==> src/rtl/mdio_peripheral.sv <==
// Clause 22 management target: decodes controller-driven frames one bit per clk,
// holds a 32 x 16-bit register file and serialises read data back to the controller.
module mdio_peripheral #(
  parameter logic [4:0]  PHY_ADDR = 5'd0,
  parameter logic [15:0] PHY_ID1  = 16'h0141,
  parameter logic [15:0] PHY_ID2  = 16'h0CC2
) (
  input  logic        clk,
  input  logic        reset,
  input  logic        mdio_in,
  input  logic        mdio_oe_in,
  output logic        mdio_out,
  output logic        mdio_drv,
  output logic        wr_strobe,
  output logic [4:0]  wr_addr,
  output logic [15:0] wr_data,
  output logic        rd_strobe,
  output logic        frame_err,
  output logic [5:0]  bit_cnt
);

  typedef enum logic [2:0] {StIdle, StHdr, StWdata, StRwait, StRdrive, StDrain} state_e;

  state_e      r_state, w_state_next;
  logic [15:0] r_shift;
  logic [5:0]  r_bit_cnt;
  logic [3:0]  r_tx_cnt;
  logic [4:0]  r_regad;
  logic [15:0] r_regs [32];
  logic        r_mdio_out, r_mdio_drv, r_wr_strobe, r_rd_strobe, r_frame_err;
  logic [4:0]  r_wr_addr;
  logic [15:0] r_wr_data;

  logic [15:0] w_shift_val;
  logic [15:0] w_rd_word;
  logic        w_shift_en, w_hdr_done, w_err, w_commit, w_load, w_tx_step, w_rd_done, w_drop;

  assign w_shift_val = {r_shift[14:0], mdio_in};

  always_comb begin
    if (r_regad == 5'd2) begin
      w_rd_word = PHY_ID1;
    end else if (r_regad == 5'd3) begin
      w_rd_word = PHY_ID2;
    end else begin
      w_rd_word = r_regs[r_regad];
    end
  end

  always_ff @(posedge clk) begin
    if (!reset) begin
      r_state <= StIdle;
    end else begin
      r_state <= w_state_next;
    end
  end

  always_comb begin
    w_state_next = r_state;
    w_shift_en   = 1'b0;
    w_hdr_done   = 1'b0;
    w_err        = 1'b0;
    w_commit     = 1'b0;
    w_load       = 1'b0;
    w_tx_step    = 1'b0;
    w_rd_done    = 1'b0;
    w_drop       = 1'b0;
    unique case (r_state)
      StIdle: begin
        if (mdio_oe_in) begin
          w_shift_en   = 1'b1;
          w_state_next = StHdr;
        end
      end
      StHdr: begin
        if (!mdio_oe_in) begin
          w_err        = 1'b1;
          w_state_next = StIdle;
        end else begin
          w_shift_en = 1'b1;
          // Header is judged on the cycle its 16th bit arrives
          if (r_bit_cnt == 6'd15) begin
            w_hdr_done = 1'b1;
            if (w_shift_val[15:14] != 2'b01 ||
                (w_shift_val[13:12] != 2'b01 && w_shift_val[13:12] != 2'b10)) begin
              w_err        = 1'b1;
              w_state_next = StDrain;
            end else if (w_shift_val[11:7] != PHY_ADDR) begin
              w_state_next = StDrain;
            end else if (w_shift_val[13:12] == 2'b01) begin
              w_state_next = StWdata;
            end else begin
              w_state_next = StRwait;
            end
          end
        end
      end
      StWdata: begin
        if (!mdio_oe_in) begin
          w_err        = 1'b1;
          w_state_next = StIdle;
        end else begin
          w_shift_en = 1'b1;
          if (r_bit_cnt == 6'd31) begin
            w_commit     = 1'b1;
            w_state_next = StDrain;
          end
        end
      end
      StRwait: begin
        if (!mdio_oe_in) begin
          w_load       = 1'b1;
          w_state_next = StRdrive;
        end
      end
      StRdrive: begin
        if (mdio_oe_in) begin
          w_drop       = 1'b1;
          w_err        = 1'b1;
          w_state_next = StDrain;
        end else if (r_tx_cnt == 4'd15) begin
          w_rd_done    = 1'b1;
          w_state_next = StIdle;
        end else begin
          w_tx_step = 1'b1;
        end
      end
      StDrain: begin
        if (!mdio_oe_in) begin
          w_state_next = StIdle;
        end
      end
      default: w_state_next = StIdle;
    endcase
  end

  always_ff @(posedge clk) begin
    if (!reset) begin
      r_shift     <= '0;
      r_bit_cnt   <= '0;
      r_tx_cnt    <= '0;
      r_regad     <= '0;
      r_mdio_out  <= 1'b0;
      r_mdio_drv  <= 1'b0;
      r_wr_strobe <= 1'b0;
      r_rd_strobe <= 1'b0;
      r_frame_err <= 1'b0;
      r_wr_addr   <= '0;
      r_wr_data   <= '0;
      for (int i = 0; i < 32; i++) begin
        r_regs[i] <= '0;
      end
    end else begin
      r_wr_strobe <= w_commit;
      r_rd_strobe <= w_rd_done;
      r_frame_err <= w_err;
      if (w_shift_en) begin
        r_shift <= w_shift_val;
        if (r_bit_cnt != 6'd32) begin
          r_bit_cnt <= r_bit_cnt + 6'd1;
        end
      end
      if (w_state_next == StIdle) begin
        r_bit_cnt <= '0;
      end
      if (w_hdr_done) begin
        r_regad <= w_shift_val[6:2];
      end
      if (w_commit) begin
        r_wr_addr <= r_regad;
        r_wr_data <= w_shift_val;
        // ID registers are constants; the write is still reported
        if (r_regad != 5'd2 && r_regad != 5'd3) begin
          r_regs[r_regad] <= w_shift_val;
        end
      end
      if (w_load) begin
        r_shift    <= w_rd_word;
        r_mdio_out <= w_rd_word[15];
        r_mdio_drv <= 1'b1;
        r_tx_cnt   <= '0;
      end
      if (w_tx_step) begin
        r_mdio_out <= r_shift[14];
        r_shift    <= {r_shift[14:0], 1'b0};
        r_tx_cnt   <= r_tx_cnt + 4'd1;
      end
      if (w_rd_done || w_drop) begin
        r_mdio_out <= 1'b0;
        r_mdio_drv <= 1'b0;
      end
    end
  end

  assign mdio_out  = r_mdio_out;
  assign mdio_drv  = r_mdio_drv;
  assign wr_strobe = r_wr_strobe;
  assign wr_addr   = r_wr_addr;
  assign wr_data   = r_wr_data;
  assign rd_strobe = r_rd_strobe;
  assign frame_err = r_frame_err;
  assign bit_cnt   = r_bit_cnt;

endmodule

==> config.mk <==
export PLATFORM = sky130hd
export DESIGN_NAME = mdio_peripheral
export DESIGN_NICKNAME = d
export VERILOG_FILES = /design/src/rtl/mdio_peripheral.sv
export SDC_FILE = /design/constraint.sdc
export NUM_CORES = 1
export LEC_CHECK = 0
export BUFFER_PORTS_ARGS = -buffer_cell sky130_fd_sc_hd__buf_2
export CORE_ASPECT_RATIO = 1.4
export CORE_MARGIN = 2
export CORE_UTILIZATION = 65
export CTS_CLUSTER_DIAMETER = 60
export DETAILED_ROUTE_END_ITERATION = 10
export GPL_TIMING_DRIVEN = 1
export PLACE_DENSITY = 0.82
export RECOVER_POWER = 50
export SLEW_MARGIN = 25
export SYNTH_ARGS = -nofsm -noshare
export SYNTH_HDL_FRONTEND = slang
export SYNTH_SLANG_ARGS = --single-unit
==> constraint.sdc <==
create_clock -name clk -period 9.5 [get_ports clk]
set_input_delay 2.375 -clock clk [delete_from_list [all_inputs] [get_ports clk]]
set_output_delay 2.375 -clock clk [all_outputs]
set_load 0.01 [all_outputs]
# Word level (Yosys, flattened, before mapping)
# Memory sizes are Yosys's and may differ from the RTL's. A register that Yosys moved wholly into a read port is not among the register bits.
# Index checks and enable logic that the tools add are counted.
# op_classes
reduce_logical,16
bitwise,1
n_eq_ne,17
div_mod_pow,0
multipliers,0
order_cmp,0
n_addsub,2
n_mux,53
shift,0
# op_table
cell,n
2-to-1 mux 16 bit,3
2-to-1 mux 15 bit,3
2-to-1 mux 3 bit,11
2-to-1 mux 1 bit,29
case mux 3 bit (6 select lines),1
OR reduction 16 bit,1
2-to-1 mux 5 bit,3
equality test 5 x 2 -> 1 bit (second input constant),2
inequality test 5 x 2 -> 1 bit (second input constant),2
2-to-1 mux 4 bit,2
adder 6 x 1 -> 6 bit (second input constant),1
equality test 3 x 2 -> 1 bit (second input constant),2
equality test 3 bit (second input constant),2
equality test 6 x 4 -> 1 bit (second input constant),1
equality test 6 x 5 -> 1 bit (second input constant),1
zero test 3 bit,2
inequality test 6 bit (second input constant),1
OR reduction 2 bit,3
nonzero test 5 bit,1
adder 4 x 1 -> 4 bit (second input constant),1
equality test 4 bit (second input constant),1
inequality test 2 x 1 -> 1 bit (second input constant),2
nonzero test 2 bit,2
equality test 3 x 1 -> 1 bit (second input constant),1
other kinds (9),11
# totals
reg_bits,59
inputBits,4
output_inout_bits,32
ram_bits,512
n_memories,1
romBits,0
latchBits,0
# memory_table
memory,depth,width,read_ports,rd_ports_with_merged_regs,wr,line_no,rtl
r_regs,32,16,1,1,32,29,logic [15:0] r_regs [32];

# Longest topological paths before layout
# logic_depth
depth_word,9
depth_mapped,10

# Worst setup path after synthesis
# OpenSTA, ideal clock, no wires.
# synth_timing
path_kind,input -> register
from,input port mdio_oe_in
to,"memory r_regs[30][0], enable pin"
t_arrival_ps,4750
setup_slack_ps,4339
path_buffers,3
cell_stages,7
cell_sequence,nor2b_1 > and4_1 > buf_2 > nand4b_1 > clkbuf_1 > buf_2 > o21ai_0
# synth_rtl
item,line_no,rtl
"start, declared",11,"input logic mdio_oe_in,"
"end, declared",29,

==> metrics.md <==
| Metric | Value |
|---|---|
| Failing checks | max-capacitance violations, max-slew violations |
| Kind of cell adding the most delay to the critical path | buffers and inverters |
| I/O Pins | 36 |
| YS warnings | 0 |
| Clock Latency Late Sink | 580 ps |
| Flops & latches, synth | 576 |
| CTS Sinks | 576 |
| DRT antenna net count | 0 |
| Critical-path maximum fanout | 53 |
| FMAX | 138 MHz |
| CTS buffer count | 50 |
| Post-layout min period | 7260 ps |
| Sequential fraction of the synthesis area | 64.0% |
| Clk slew on worst S/H paths | 60 ps |
| Most area-consuming cells after synthesis | edfxtp_1, mux4_2, and2_1 |
| Number of synthesized flops with an enable pin | 512 |
| CTS tree | built |
| Kind of critical path | in -> reg |
| CTS Root Cell | clkbuf_16 |
| Via density | 6.73 |
| Post-CTS resize count | 0 |
| Worst endpoint required time | 9830 ps |
| Total grt overflow | 0 |
| Drt first pass iters | 6 |
| Vias | 16300 |
| Pwr Total | 0.00500 W |
| Via count of the first global-routing pass | 15900 |
| Max-cap violations | 7 |
| Synth Cell Area | 26000 um^2 |
| Main synth FF type | edfxtp_1 |
| Die height | 241 um |
| Pwr dens | 179 nW/um^2 |
| Share of cells above drive strength 1 | 13.5% |
| Dpl hpwl | 41000 um |
| # H-tree levels | 2 |
| Hold buffer count at cts | 0 |
| CP max-delay cell | clkbuf_1 |
| Initial antenna violation count | 3 |
| GP Congestion | 0.955 |
| Total die area | 41700 um^2 |
| Syn avg cell area | 13.9 um^2 |
| Slowest stage delay, CP | 1840 ps |
| Final Hold Vio Count | 0 |
| Worst-margin pin slew | 2620 ps |
| Unique cell type count in the Yosys netlist | 72 |
| Layout Skew | 29.0 ps |
| Gr usage total | 32.3% |
| Post-synth ARST share | 0% |
| Max-slew headroom | -74.5% |
| Count of input and output buffers | 35 |
| Starting Density | 66.0% |
| Core area | 39400 um^2 |
| Leak | 8.88 nW |
| Die width | 173 um |
| Hold crit path type | reg -> reg |
| Crit start category | primary input |
| Gate count of the mapped netlist | 1866 |
| First-pass GRT wire length | 99300 um |
| Drt total wl | 66800 um |
| DRC Markers | 0 |
| Yosys top cell area share | 59.1% |
| DR WL/cell | 27.6 um |
| Worst EP arrival | 7590 ps |
| Largest net degree at the start of global routing | 59 |
| Setup_tns | 0 ps |
| RSZ-0062 raised after global routing | false |
| Cell taking the most area after synthesis | edfxtp_1 |
| Final period utilization | 76.5% |
| Final nets | 1857 |
| N_diodes | 0 |
| Status | finished with violations |
| Bufs and invs on worst path | 4 |
| Endpoints failing setup | 0 |
| Peak VDD IR | 0.144 mV |
| # rows | 86 |
| Slew Limit Fails | 276 |
| DRT iter0 DRCs | 2426 |
| Setup Buffers After CTS | 0 |
| Crit path cell chain | buf_2, buf_4, inv_1, or4_2, clkbuf_1, nor2_1, and2_1 |
| Worst-case clock buffer depth | 3 |
| Area grow syn2layout | 7.47% |
| Endpoint type of the worst setup path | register |
## cell type report
class / instances / area [um^2]
flip-flops and latches: 576 / 16700
fillers: 2528 / 11400
multi-input cells: 1120 / 8630
clock buffers: 71 / 1390
well taps: 528 / 661
repair buffers: 88 / 468
clock inverters: 20 / 83.8
inverters: 13 / 48.8
## sequential cells by signal, summed over array words and instances (netlist names), named ones only
signal	flops
bit_cnt	6
r_shift	15
mdio_drv	1
rd_strobe	1
frame_err	1
r_regad	5
mdio_out	1
wr_addr	5
r_regs	512
wr_data	16
wr_strobe	1
r_tx_cnt	4
r_state	3
## where the power goes
part	switching, W	leakage, nW	total (W)	internal [W]
registers	0.0000519	5.39	0.00292	0.00287
clock network	0.000869	0.714	0.00189	0.00102
logic	0.000137	2.78	0.000198	0.0000602
total	0.00106	8.88	0.00500	0.00395
## worst paths after layout
check               from            to  slack [ps]  depth (start not counted)
max                reset  r_regs[8][0]        2240                          7
min          wr_data[14]   wr_data[14]         450                          2
max reg2reg   r_state[2]  r_regs[1][9]        4310                          6
min reg2reg  wr_data[14]   wr_data[14]         450                          2
## tightest hold or removal path: stages (launching register included)
cell and delay (ps):
dfxtp_1 310, nand2_1 50, a21oi_1 50
## layer usage
layer	global-route usage [%]	vias to the layer above	routed length, um
li1	-	6909	-
met1	41.2	8055	23000
met2	53.3	1048	32500
met3	4.82	241	6460
met4	19.9	0	4740
met5	0	-	0
## Yosys cell counts, types with 7 or more instances
master	n
edfxtp_1	512
nor3_1	145
o22ai_1	21
dfxtp_1	64
buf_2	52
a41oi_1	7
nor2b_1	7
mux2i_1	24
clkbuf_1	117
mux4_2	113
a211o_1	7
nand2b_1	9
o21ai_0	58
nor2_1	61
nand2_1	84
and3_1	9
buf_1	11
nand3_1	13
inv_1	12
mux2_2	24
a21oi_1	48
and2_1	341
## logic make-up (layout without fill, tap and decap cells)
kind of cell | after synthesis | count (layout) | share of synthesized area, %
and+or+nand+nor | 709 | 709 | 15.5
DFF | 576 | 576 | 64.0
AOI/OAI and AO/OA | 208 | 208 | 5.05
buffers and inverters | 201 | 192 | 3.30
muxes | 161 | 161 | 11.7
xor gates and xnor gates | 6 | 6 | 0.202
adders and majority gates | 4 | 4 | 0.192
other | 1 | 32 | 0.0144
## cell usage in the layout, fill, tap and decap left out, types with 12 or more instances in the layout
cell	instances
edfxtp_1	512
and2_1	330
nor3_1	145
mux4_2	113
nand2_1	84
clkbuf_1	70
o21ai_0	63
nor2_1	61
dfxtp_1	59
clkbuf_16	53
a21oi_1	48
buf_4	32
conb_1	32
mux2i_1	24
mux2_2	24
o22ai_1	21
clkinv_1	15
nand3_1	12
## stage by stage
step	utilization [%]	hold slack (ps)	cell area, um^2	worst slack [ps]	instances
after floorplan	-	456	26100	4340	1897
after global routing	71.0	469	28000	2030	2416
final	71.0	455	28000	2240	2416
after CTS	71.2	455	28000	3800	2414
after global placement	67.4	441	26600	3390	2323
after detailed placement	67.4	446	26600	3220	2323
Power figures use the tool's default switching activity.
